==> config.mk <==
export PLATFORM = sky130hd
export DESIGN_NAME = button_event_gen
export DESIGN_NICKNAME = d
export VERILOG_FILES = /design/src/rtl/button_pkg.sv /design/src/rtl/debounce_filter.sv /design/src/rtl/button_event_gen.sv
export SDC_FILE = /design/constraint.sdc
export NUM_CORES = 1
export LEC_CHECK = 0
export BUFFER_PORTS_ARGS = -buffer_cell sky130_fd_sc_hd__buf_2
export CORE_ASPECT_RATIO = 1.1
export CORE_UTILIZATION = 50
export CTS_BUF_LIST = sky130_fd_sc_hd__clkbuf_2
export DETAILED_ROUTE_END_ITERATION = 8
export GPL_ROUTABILITY_DRIVEN = 0
export MAX_ROUTING_LAYER = met4
export PLACE_DENSITY_LB_ADDON = 0.3
export RECOVER_POWER = 50
export SYNTH_ARGS = -nofsm -noshare
export SYNTH_HDL_FRONTEND = slang
export SYNTH_SLANG_ARGS = --single-unit
==> constraint.sdc <==
create_clock -name Clk -period 6.6 [get_ports Clk]
set_clock_uncertainty 0.15 [all_clocks]
set_input_delay 0.33 -clock Clk [delete_from_list [all_inputs] [get_ports Clk]]
set_output_delay 0.33 -clock Clk [all_outputs]
set_load 0.05 [all_outputs]
==> src/rtl/button_pkg.sv <==
// -----------------------------------------------------------------------------
// button_pkg
//   Shared types for the button event generator: the event codes that appear on
//   the event port and the states of the press/hold tracking FSM, plus the
//   request record the FSM hands to the event register.
// -----------------------------------------------------------------------------
package button_pkg;

   // Encoding is visible on evt_code, so values are pinned explicitly.
   typedef enum logic [1:0] {
      EVT_PRESS   = 2'd0,
      EVT_RELEASE = 2'd1,
      EVT_LONG    = 2'd2,
      EVT_REPEAT  = 2'd3
   } btn_evt_t;

   typedef enum logic [1:0] {
      ST_IDLE,
      ST_PRESSED,
      ST_HELD
   } btn_state_t;

   // One-cycle event request from the FSM to the event register.
   typedef struct packed {
      logic     fire;
      btn_evt_t code;
   } evt_req_t;

endpackage

==> src/rtl/debounce_filter.sv <==
// -----------------------------------------------------------------------------
// debounce_filter
//   Normalises button polarity, synchronises the raw pin into the Clk domain
//   and accepts a new level only after it has been seen for STABLE_CYCLES
//   consecutive synchronised samples.
//
// Ports
//   Clk    in   system clock
//   reset  in   synchronous, active-high reset
//   in     in   raw asynchronous button pin
//   level  out  debounced state, 1 = pressed
// -----------------------------------------------------------------------------
module debounce_filter #(
   parameter int unsigned STABLE_CYCLES = 480_000,
   parameter bit          ACTIVE_LOW    = 1'b1,
   parameter int unsigned CNT_WIDTH     = 26
) (
   input  logic Clk,
   input  logic reset,
   input  logic in,
   output logic level
);

   localparam logic [CNT_WIDTH-1:0] STAB_LAST = CNT_WIDTH'(STABLE_CYCLES - 1);

   logic                 pressed_raw;
   logic [1:0]           sync;
   logic                 s;
   logic [CNT_WIDTH-1:0] stab_cnt;

   // After this, 1 always means "pressed", whatever the board wiring.
   assign pressed_raw = ACTIVE_LOW ? ~in : in;
   assign s           = sync[1];

   // NOTE: sequential state uses non-blocking assignments so every flop
   // samples the pre-edge value; blocking here would collapse the two-stage
   // synchroniser into a single stage.
   always_ff @(posedge Clk) begin
      if (reset) begin
         sync     <= 2'b00;   // not-pressed after polarity normalisation
         stab_cnt <= '0;
         level    <= 1'b0;
      end else begin
         sync <= {sync[0], pressed_raw};
         if (s == level) begin
            stab_cnt <= '0;
         end else if (stab_cnt == STAB_LAST) begin
            // Disagreement has lasted STABLE_CYCLES samples: accept it.
            level    <= s;
            stab_cnt <= '0;
         end else begin
            stab_cnt <= stab_cnt + 1'b1;
         end
      end
   end

endmodule

==> src/rtl/button_event_gen.sv <==
// -----------------------------------------------------------------------------
// button_event_gen
//   Debounced push-button to event stream: PRESS, RELEASE, LONG (held past
//   LONG_CYCLES) and REPEAT (every REPEAT_CYCLES after LONG). Events leave
//   through a single-entry valid/ready port; an event arriving while the port
//   is full and not being drained is dropped and flagged in sticky overflow.
//
// Ports
//   Clk             in   system clock, the only clock
//   reset           in   synchronous, active-high reset
//   btn_in          in   raw asynchronous button pin
//   level           out  debounced button state, 1 = pressed
//   evt_valid       out  event pending
//   evt_ready       in   consumer takes the event this cycle when evt_valid=1
//   evt_code        out  0=PRESS 1=RELEASE 2=LONG 3=REPEAT, stable while valid
//   overflow        out  sticky: an event was dropped
//   clear_overflow  in   clears overflow (a same-cycle drop wins)
// -----------------------------------------------------------------------------
module button_event_gen
   import button_pkg::*;
#(
   parameter int unsigned STABLE_CYCLES = 480_000,
   parameter int unsigned LONG_CYCLES   = 48_000_000,
   parameter int unsigned REPEAT_CYCLES = 9_600_000,
   parameter bit          ACTIVE_LOW    = 1'b1,
   parameter int unsigned CNT_WIDTH     = 26
) (
   input  logic       Clk,
   input  logic       reset,
   input  logic       btn_in,
   output logic       level,
   output logic       evt_valid,
   input  logic       evt_ready,
   output logic [1:0] evt_code,
   output logic       overflow,
   input  logic       clear_overflow
);

   localparam logic [CNT_WIDTH-1:0] LONG_LAST   = CNT_WIDTH'(LONG_CYCLES - 1);
   localparam logic [CNT_WIDTH-1:0] REPEAT_LAST = CNT_WIDTH'(REPEAT_CYCLES - 1);

   btn_state_t           state;
   btn_state_t           state_next;
   logic [CNT_WIDTH-1:0] hold_cnt;
   logic                 hold_clear;
   evt_req_t             req;
   btn_evt_t             evt_code_q;
   logic                 drop;

   debounce_filter #(
      .STABLE_CYCLES (STABLE_CYCLES),
      .ACTIVE_LOW    (ACTIVE_LOW),
      .CNT_WIDTH     (CNT_WIDTH)
   ) u_debounce (
      .Clk   (Clk),
      .reset (reset),
      .in    (btn_in),
      .level (level)
   );

   // ---------------------------------------------------------------- state reg
   always_ff @(posedge Clk) begin
      if (reset) begin
         state    <= ST_IDLE;
         hold_cnt <= '0;
      end else begin
         state    <= state_next;
         hold_cnt <= hold_clear ? '0 : hold_cnt + 1'b1;
      end
   end

   // --------------------------------------------------------------- next state
   // NOTE: every always_comb output gets a default before the case so no path
   // leaves it unassigned, which would otherwise infer a latch.
   always_comb begin
      state_next = state;
      case (state)
         ST_IDLE:    if (level) state_next = ST_PRESSED;
         ST_PRESSED: begin
            if (!level)                     state_next = ST_IDLE;
            else if (hold_cnt == LONG_LAST) state_next = ST_HELD;
         end
         ST_HELD:    if (!level) state_next = ST_IDLE;
         default:    state_next = ST_IDLE;
      endcase
   end

   // ------------------------------------------------------------------ outputs
   // Release is tested first so it wins over a same-cycle LONG/REPEAT.
   always_comb begin
      req.fire   = 1'b0;
      req.code   = EVT_PRESS;
      hold_clear = 1'b0;
      case (state)
         ST_IDLE: begin
            hold_clear = 1'b1;
            if (level) begin
               req.fire = 1'b1;
               req.code = EVT_PRESS;
            end
         end
         ST_PRESSED: begin
            if (!level) begin
               req.fire   = 1'b1;
               req.code   = EVT_RELEASE;
               hold_clear = 1'b1;
            end else if (hold_cnt == LONG_LAST) begin
               req.fire   = 1'b1;
               req.code   = EVT_LONG;
               hold_clear = 1'b1;
            end
         end
         ST_HELD: begin
            if (!level) begin
               req.fire   = 1'b1;
               req.code   = EVT_RELEASE;
               hold_clear = 1'b1;
            end else if (hold_cnt == REPEAT_LAST) begin
               req.fire   = 1'b1;
               req.code   = EVT_REPEAT;
               hold_clear = 1'b1;
            end
         end
         default: hold_clear = 1'b1;
      endcase
   end

   // ------------------------------------------------------------- event port
   // The slot can take a new event when empty or when it is drained this cycle.
   assign drop = req.fire && evt_valid && !evt_ready;

   always_ff @(posedge Clk) begin
      if (reset) begin
         evt_valid  <= 1'b0;
         evt_code_q <= EVT_PRESS;
         overflow   <= 1'b0;
      end else begin
         if (req.fire) begin
            if (!evt_valid || evt_ready) begin
               evt_valid  <= 1'b1;
               evt_code_q <= req.code;
            end
         end else if (evt_ready) begin
            evt_valid <= 1'b0;
         end

         if (drop) begin
            overflow <= 1'b1;
         end else if (clear_overflow) begin
            overflow <= 1'b0;
         end
      end
   end

   assign evt_code = evt_code_q;

endmodule

Yosys cells after proc, flatten, opt, wreduce, memory -nomap -nowiden --
Cells that the tools add are included.
Operators by class: bitwise gates (word level) 2, add/sub/neg operators 2, multiplexer cells 21, reductions and logical operators 14, eq/ne operators 10
Operator list (count):
- adder 26 x 1 -> 26 bit (second input constant) | 2
- equality test 26 x 19 -> 1 bit (second input constant) | 1
- equality test 26 x 24 -> 1 bit (second input constant) | 1
- equality test 26 bit (second input constant) | 1
- 2-to-1 mux 3 bit | 5
- 2-to-1 mux 1 bit | 9
- case mux 3 bit (3 select lines) | 1
- 2-to-1 mux 2 bit | 4
- case mux 2 bit (3 select lines) | 1
- AND reduction 2 bit | 3
- != test 2 x 1 -> 1 bit (second input constant) | 2
- nonzero test 2 bit | 2
- != test 3 bit (second input constant) | 1
- AND reduction 3 bit | 1
- OR reduction 3 bit | 1
- equality test 2 x 1 -> 1 bit (second input constant) | 1
- equality test 2 bit (second input constant) | 1
- logical AND 1 bit | 2
- zero test 1 bit | 2
- zero test 2 bit | 1
- != test 2 bit (second input constant) | 1
- NOT 1 bit | 2
- case mux 1 bit (2 select lines) | 1
- OR reduction 2 bit | 1
- other kinds (2) | 2
Storage, ports and cells: word-level logic and storage cells 57, input port bits 5, register bits 61, output and inout port bits 5

Logic depth before layout (Yosys ltp) --
Gate-level depths: netlist of the first run.
depth after elaboration 7, depth in mapped cells 10, gate-level depth less buffers 7

Modules after synthesis --
From an unflattened synthesis of the first run, not the netlist that was laid out.
Second synthesis, totals: cells, all modules 357, area total of the unflattened synthesis 3085.5 um2
By module, submodules not included:
- button_event_gen | area each 1609.0 um2, sequential area each 640.6 um2, cells an instance 189, instances 1
- debounce_filter | area each 1476.4 um2, sequential area each 580.6 um2, cells an instance 168, instances 1

Worst setup path after synthesis of the first run --
Ideal clock, no wire load.
kind flip-flop to flip-flop, start register hold_cnt[0], end register hold_cnt[11], clock period less this slack 2.293 ns, library setup time 0.062 ns, path buffers 4, stages on the path, launching flop included 11, path slack 4.307 ns, arrival 2.081 ns, data required time 6.388 ns, path through dfxtp_1 -> ha_1 -> and4_4 -> and3_4 -> buf_6 -> and3_4 -> buf_6 -> a2111o_1 -> buf_6 -> buf_12 -> nor2_4
Between the ends: longest elaborated chain between the ends 5, elaborated cells on any way between the ends 9, those cells by class add/sub (1); eq/ne (2); mux (5); reduce/logical (1)
RTL lines:
- start, declared | line button_event_gen.sv:44 | logic [CNT_WIDTH-1:0] hold_cnt;
- start signal, assigned | line button_event_gen.sv:68 | hold_cnt <= hold_clear ? '0 : hold_cnt + 1'b1;
- equality test 26 x 24 -> 1 bit or equality test 26 bit (tied branches) | line button_event_gen.sv:118, button_event_gen.sv:107
- 2-to-1 mux 1 bit (on tied branches) | line button_event_gen.sv:118, button_event_gen.sv:107
- 2-to-1 mux 1 bit (on tied branches) | line button_event_gen.sv:114, button_event_gen.sv:103
- case mux 1 bit (2 select lines) | line button_event_gen.sv:94 | case (state)
- OR reduction 2 bit (no source line)
Several ways; a longest one is shown, not always the timed one. A chain may end at the register's enable or synchronous reset.

Final worst setup path of the first run --
start register u_debounce.stab_cnt[15], end register u_debounce.stab_cnt[25]
Between the ends: longest elaborated chain between the ends 2, elaborated cells on any way between the ends 3, those cells by class add/sub (1); eq/ne (1); reduce/logical (1)
RTL lines:
- start, declared | line debounce_filter.sv:29 | logic [CNT_WIDTH-1:0] stab_cnt;
- start signal, assigned | line debounce_filter.sv:52 | stab_cnt <= stab_cnt + 1'b1;
- parallel branches: the longest is 2 deep, another holds adder 26 x 1 -> 26 bit
Several ways; the timed one is not identified.

==> impl_metrics.py, run 1 <==
metrics = {
    "timing": {
        "slew_headroom": 0.3156,
        "worstMarginPinSlew_ns": 1.027,
        "rsz0062_at_grt": "false",
        "fin_tns_setup_ns": 0,
        "drv_slew": 0,
        "setup_viol": 0,
        "fin_crit_sh": 0.4359,
        "fmax_mhz": 347.6,
        "fin_crit_ns": 2.877,
        "finalHoldViolations": 0,
        "finalWorstSetupSlack_ns": 3.723,
    },
    "floorplan": {
        "die_area_um2": 6574,
        "core_um2": 5914,
        "io-pin-count": 10,
        "rows": 29,
        "die_h_um": 84.94,
        "start_util": 0.5287,
        "die_width_um": 77.40,
    },
    "clocking": {
        "cts_sinks": 61,
        "cts_tree": "done",
        "clk_path_buf_depth": 2,
        "clk-insertion-delay-late_ns": 0.48,
        "cts-buffers-inserted": 9,
        "path_clk_slew_ns": 0.19,
        "root_buffer": "clkbuf_2",
        "ctsHtreeMaxLevel": 3,
        "cts_resized": 0,
    },
    "synth": {
        "syn_area_um2": 3127,
        "synth.area.top_cells": "dfxtp_1 (39%), xor2_1 (7.0%), nor2_4 (6.5%)",
        "ys_types": 54,
        "ys.flop_type": "dfxtp_1",
        "synth_fp_nets": 352,
        "yosys.area.top_type": "dfxtp_1",
        "synthCells": 341,
        "ys_seq_elements": 61,
        "synth-async-reset-ratio": 0,
        "synth_edf_count": 0,
        "ys_seq_area_frac": 0.3906,
        "yosys.area.top_type_share": 0.3906,
        "ys.warnings.count": 0,
        "syn_avg_cell_area_um2": 9.169,
    },
    "layout": {
        "final-seq-area_um2": 1221,
        "final_area_um2": 3277,
        "nNetsFinal": 367,
        "fill_cells": 532,
        "area_growth_pct": 4.802,
        "antenna_cells": 0,
        "multi_input_area_um2": 1740,
        "layout-drive-gt1-share": 0.1313,
    },
    "global_route": {
        "grt_antenna_before_repair": 0,
        "first_global_vias": 2282,
        "grt_pass1_wl_mm": 9.915,
        "grt_overflow": 0,
        "grt_use_total": 0.1936,
        "grt_max_degree": 27,
    },
    "worst_hold_path": {
        "hold_path_depth": 1,
        "hp-class": "flip-flop to flip-flop",
    },
    "worst_setup_path": {
        "rrSetupSlack_ns": 3.72,
        "critPathLaunchType": "flip-flop",
        "worstPathRequired_ns": 6.75,
        "criticalPathCategory": "flip-flop to flip-flop",
        "setup.worst_path.end_class": "flip-flop",
        "crit_fanout": 19,
        "rr_worst_depth": 5,
        "crit_arrival_ns": 3.03,
    },
    "drt": {
        "ant_nets": 0,
        "wire_per_inst_um": 12.49,
        "vias": 2339,
        "drt-total-wl_mm": 5.431,
        "drtPass1Iterations": 4,
        "vias_per_cell": 5.377,
        "drtIter0Drc": 96,
        "drc_errors": 0,
    },
    "placed_design": {
        "port_buffers": 9,
        "dp_slack_ns": 3.967,
        "dp_hpwl_mm": 3.768,
        "dpl_cell_area_um2": 3154,
    },
    "power": {
        "ir_drop_uv": 104.8,
        "p_leak_nw": 1.006,
        "power.density_nw_per_um2": 177.4,
    },
    "job": {
        "cap_violations": 0,
    },
    "run_status": {
        "status": "finished clean",
    },
}
## logic make-up after synthesis
logic type	share of synthesized area
AO/OA/AOI/OAI	0.08044
XOR/XNOR	0.1092
adder cells (fa/ha/maj)	0.02401
buffers and inverters	0.04762
flip-flops	0.3906
multiplexers	0.01040
AND/OR/NAND/NOR	0.3377
## registers in the layout, summed over array words and instances, names as in the netlist
name and cells:
u_debounce.sync 2, u_debounce.stab_cnt 26, u_debounce.level 1, overflow 1, evt_valid 1, evt_code 2, hold_cnt 26, state 2
## stage by stage
stage	std cells	total power, W	util	hold slack [ns]
floorplan	341	0.0003811	-	0.2467
global placement	416	0.0003826	0.5333	0.2974
detailed placement	416	0.0003826	0.5333	0.3066
CTS	435	0.0005901	0.5583	0.3387
global route	435	0.0006064	0.5541	0.3557
finish	435	0.0005815	0.5541	0.3307
## timing repair
item / 4_1_cts / 5_1_grt
hold buffers: 6 / 0
hold endpoints to repair: 6 / 0
buffers inserted: 0 / 0
## cell usage in the layout (no fill, tap or decap), drive strengths merged, types with 4 or more instances in the layout
master,count
inv,9
xnor2,14
ha,6
nor3,7
dfxtp,61
or3,7
nand4,19
nor2,57
o21ai,8
nand3,19
a21oi,12
xor2,25
dlygate4sd3,6
and4,4
nand2b,6
nor4,6
and3,10
clkbuf,15
nand2,22
or2,4
## final cells by class
cell class | instances | area share
clock buffers | 9 | 0.01375
clock inverters | 4 | 0.01298
inverters | 9 | 0.01031
multi-input cells | 260 | 0.5311
flip-flops and latches | 61 | 0.3727
well taps | 77 | 0.02940
repair buffers | 15 | 0.02978
## critical path: stages (launching register included)
cell and delay [ns]:
dfxtp_1 0.39, or4_1 0.55, or3_1 0.36, nor3_1 0.30
or2_0 0.83, nor2_1 0.11
## per-layer routing
layer	global-route usage	up-vias	wire (um)
met4	0.08405	0	75
met3	0.05161	6	107
li1	-	1229	-
met1	0.2387	1087	2736
met5	-	-	0
met2	0.2969	17	2512
## synth_stat cells (all sizes together) (8+ instances only)
| library cell | number |
|---|---|
| a21oi | 12 |
| o21ai | 8 |
| nor2 | 57 |
| xor2 | 25 |
| nand2 | 22 |
| dfxtp | 61 |
| nand4 | 19 |
| inv | 9 |
| and3 | 10 |
| xnor2 | 14 |
| nand3 | 19 |
## power breakdown
group	switching, W	total, W	internal [W]
clock network	0.000126	0.000205	0.0000787
logic	0.00000335	0.00000713	0.00000378
registers	0.000000463	0.000370	0.000369
total	0.000130	0.000581	0.000452
## final timing paths
kind | start | end
worst min-delay path | u_debounce.stab_cnt[0] | u_debounce.stab_cnt[0]
worst min register to register | u_debounce.stab_cnt[0] | u_debounce.stab_cnt[0]
worst max register to register | u_debounce.stab_cnt[15] | u_debounce.stab_cnt[25]
worst max-delay path | u_debounce.stab_cnt[15] | u_debounce.stab_cnt[25]
No activity file was read; power rests on OpenSTA's default activity.
==> run 2, diff against run 1 <==
==> constraint.sdc (replaced) <==
create_clock -name Clk -period 2.85 [get_ports Clk]
set_clock_uncertainty 0.15 [all_clocks]
set_input_delay 0.1425 -clock Clk [delete_from_list [all_inputs] [get_ports Clk]]
set_output_delay 0.1425 -clock Clk [all_outputs]
set_load 0.05 [all_outputs]
==> run 2 against run 1 <==
Compared with the run above: design area is 3.2% higher; sequential share of layout area is 1.2 points lower; critical path type unchanged; worst setup slack worse by 3.6 ns; register-to-register slack worse by 3.6 ns; clock-buffer cell count is 2 higher; maximum frequency is 6.8% higher; via count is 4.4% higher; largest power group unchanged; hold slack worse by 0.0052 ns; wire length is 2.2% higher; utilization is 1.8 points higher; non-clock buffer count is 5 higher.
==> impl_metrics.py, run 2 (synthesis gave the netlist of run 1 again) <==
metrics = {
    "run_status": {
        "status": "finished clean",
    },
    "placed_design": {
        "dp_hpwl_mm": 3.899,
        "dp.cells": 420,
        "port_buffers": 9,
        "dpl_cell_area_um2": 3197,
    },
    "timing": {
        "slew_headroom": 0.5576,
        "finalHoldViolations": 0,
        "hold-worst-slack_ns": 0.3255,
        "drv_slew": 0,
        "fin_tns_setup_ns": 0,
        "worstMarginPinSlew_ns": 0.6582,
        "fmax_mhz": 371.1,
        "setup_viol": 0,
        "rsz0062_at_grt": "false",
        "fin_crit_ns": 2.694,
        "fin_crit_sh": 0.9454,
    },
    "clocking": {
        "cts_hold_buffers": 7,
        "cts_sinks": 61,
        "root_buffer": "clkbuf_2",
        "cts_tree": "done",
        "path_clk_slew_ns": 0.16,
        "cts_setup_buffers": 0,
        "cts_resized": 0,
        "cts-buffers-inserted": 9,
        "ctsHtreeMaxLevel": 3,
        "clk-insertion-delay-late_ns": 0.47,
        "clk_path_buf_depth": 2,
    },
    "drt": {
        "wire_per_inst_um": 12.53,
        "ant_nets": 0,
        "drc_errors": 0,
        "drtPass1Iterations": 4,
        "vias": 2443,
        "drt-total-wl_mm": 5.549,
        "drtIter0Drc": 158,
        "vias_per_cell": 5.515,
    },
    "layout": {
        "top_regs": "hold_cnt x26, u_debounce.stab_cnt x26",
        "instances_no_fill": 443,
        "fill_cells": 539,
        "antenna_cells": 0,
        "final_area_um2": 3383,
        "layout_commonest_cell": "dfxtp_1",
        "area_growth_pct": 8.203,
        "nNetsFinal": 372,
        "layout-drive-gt1-share": 0.1557,
        "final_cell_mix": "dfxtp_1 (61), nor2_1 (37), xor2_1 (25)",
    },
    "worst_setup_path": {
        "criticalPathCategory": "flip-flop to flip-flop",
        "worstPathRequired_ns": 3.08,
        "reg2reg_from": "state[0]",
        "crit_fanout": 6,
        "rr_worst_depth": 7,
        "rrSetupSlack_ns": 0.16,
        "setup.worst_path.end_class": "flip-flop",
        "crit_arrival_ns": 2.93,
        "critPathLaunchType": "flip-flop",
        "r2r-end": "overflow",
    },
    "floorplan": {
        "die_h_um": 84.94,
        "rows": 29,
        "die_area_um2": 6574,
        "core_um2": 5914,
        "die_width_um": 77.40,
        "io-pin-count": 10,
        "start_util": 0.5287,
    },
    "global_route": {
        "grt_max_degree": 19,
        "grt_overflow": 0,
        "grt_antenna_before_repair": 0,
        "grt_use_total": 0.1951,
        "first_global_vias": 2311,
        "grt_pass1_wl_mm": 9.846,
    },
    "worst_hold_path": {
        "hold_path_depth": 1,
        "hp-class": "flip-flop to flip-flop",
        "hp-start": "u_debounce.sync[0]",
        "hold_path_end": "u_debounce.sync[1]",
    },
    "job": {
        "cap_violations": 0,
    },
    "power": {
        "ir_drop_uv": 275.8,
        "power_w": 0.001462,
        "power.density_nw_per_um2": 432.0,
        "p_leak_nw": 1.064,
    },
}
## run 2: worst max-delay path: stages (launching register included)
cell and delay [ns]:
dfxtp_1 0.41, inv_1 0.10, ha_1 0.28, or2_2 0.33
mux2_1 0.35, a21oi_1 0.26, o32ai_1 0.14, dlygate4sd3_1 0.58
## run 2: final cells by class
class	count	area [um^2]	share of cell area
Multi-Input combinational cell	260	1752	0.5178
Sequential cell	61	1221	0.3609
Timing Repair Buffer	20	150.1	0.04438
Tap cell	77	96.34	0.02848
Clock inverter	5	75.07	0.02219
Clock buffer	11	55.05	0.01627
Inverter	9	33.78	0.009985
## run 2: through the flow
step | utilization | setup WS [ns]
3_5_place_dp | 0.5405 | 0.4991
3_3_place_gp | 0.5405 | 0.5293
4_1_cts | 0.5744 | 0.2484
5_1_grt | 0.5720 | 0.01070
2_1_floorplan | - | 0.5571
6_report | 0.5720 | 0.1556
## run 2: worst max-delay path by stage
| stage | startpoint | endpoint | slack (ns) | cells past startpoint |
|---|---|---|---|---|
| 6_report | state[0] | overflow | 0.16 | 7 |
| 5_1_grt | hold_cnt[22] | overflow | 0.01 | 6 |
| 4_1_cts | hold_cnt[18] | overflow | 0.25 | 6 |
| 3_5_place_dp | hold_cnt[0] | hold_cnt[14] | 0.50 | 7 |
| 3_3_place_gp | hold_cnt[0] | hold_cnt[2] | 0.53 | 7 |
| 2_1_floorplan | hold_cnt[0] | hold_cnt[11] | 0.56 | 10 |
## run 2: power breakdown
part	leakage (nW)	switching [W]	total, W	internal (W)
combinational	0.487	0.00000827	0.0000175	0.00000924
clock	0.0857	0.000294	0.000588	0.000294
sequential	0.492	0.000000876	0.000856	0.000855
## run 2: per-layer routing
layer,share of wire,global-route usage,vias up
met5,0,-,-
met4,0.013,0.05660,0
met1,0.48,0.2230,1140
met3,0.038,0.06774,8
met2,0.47,0.3218,49
li1,-,-,1246
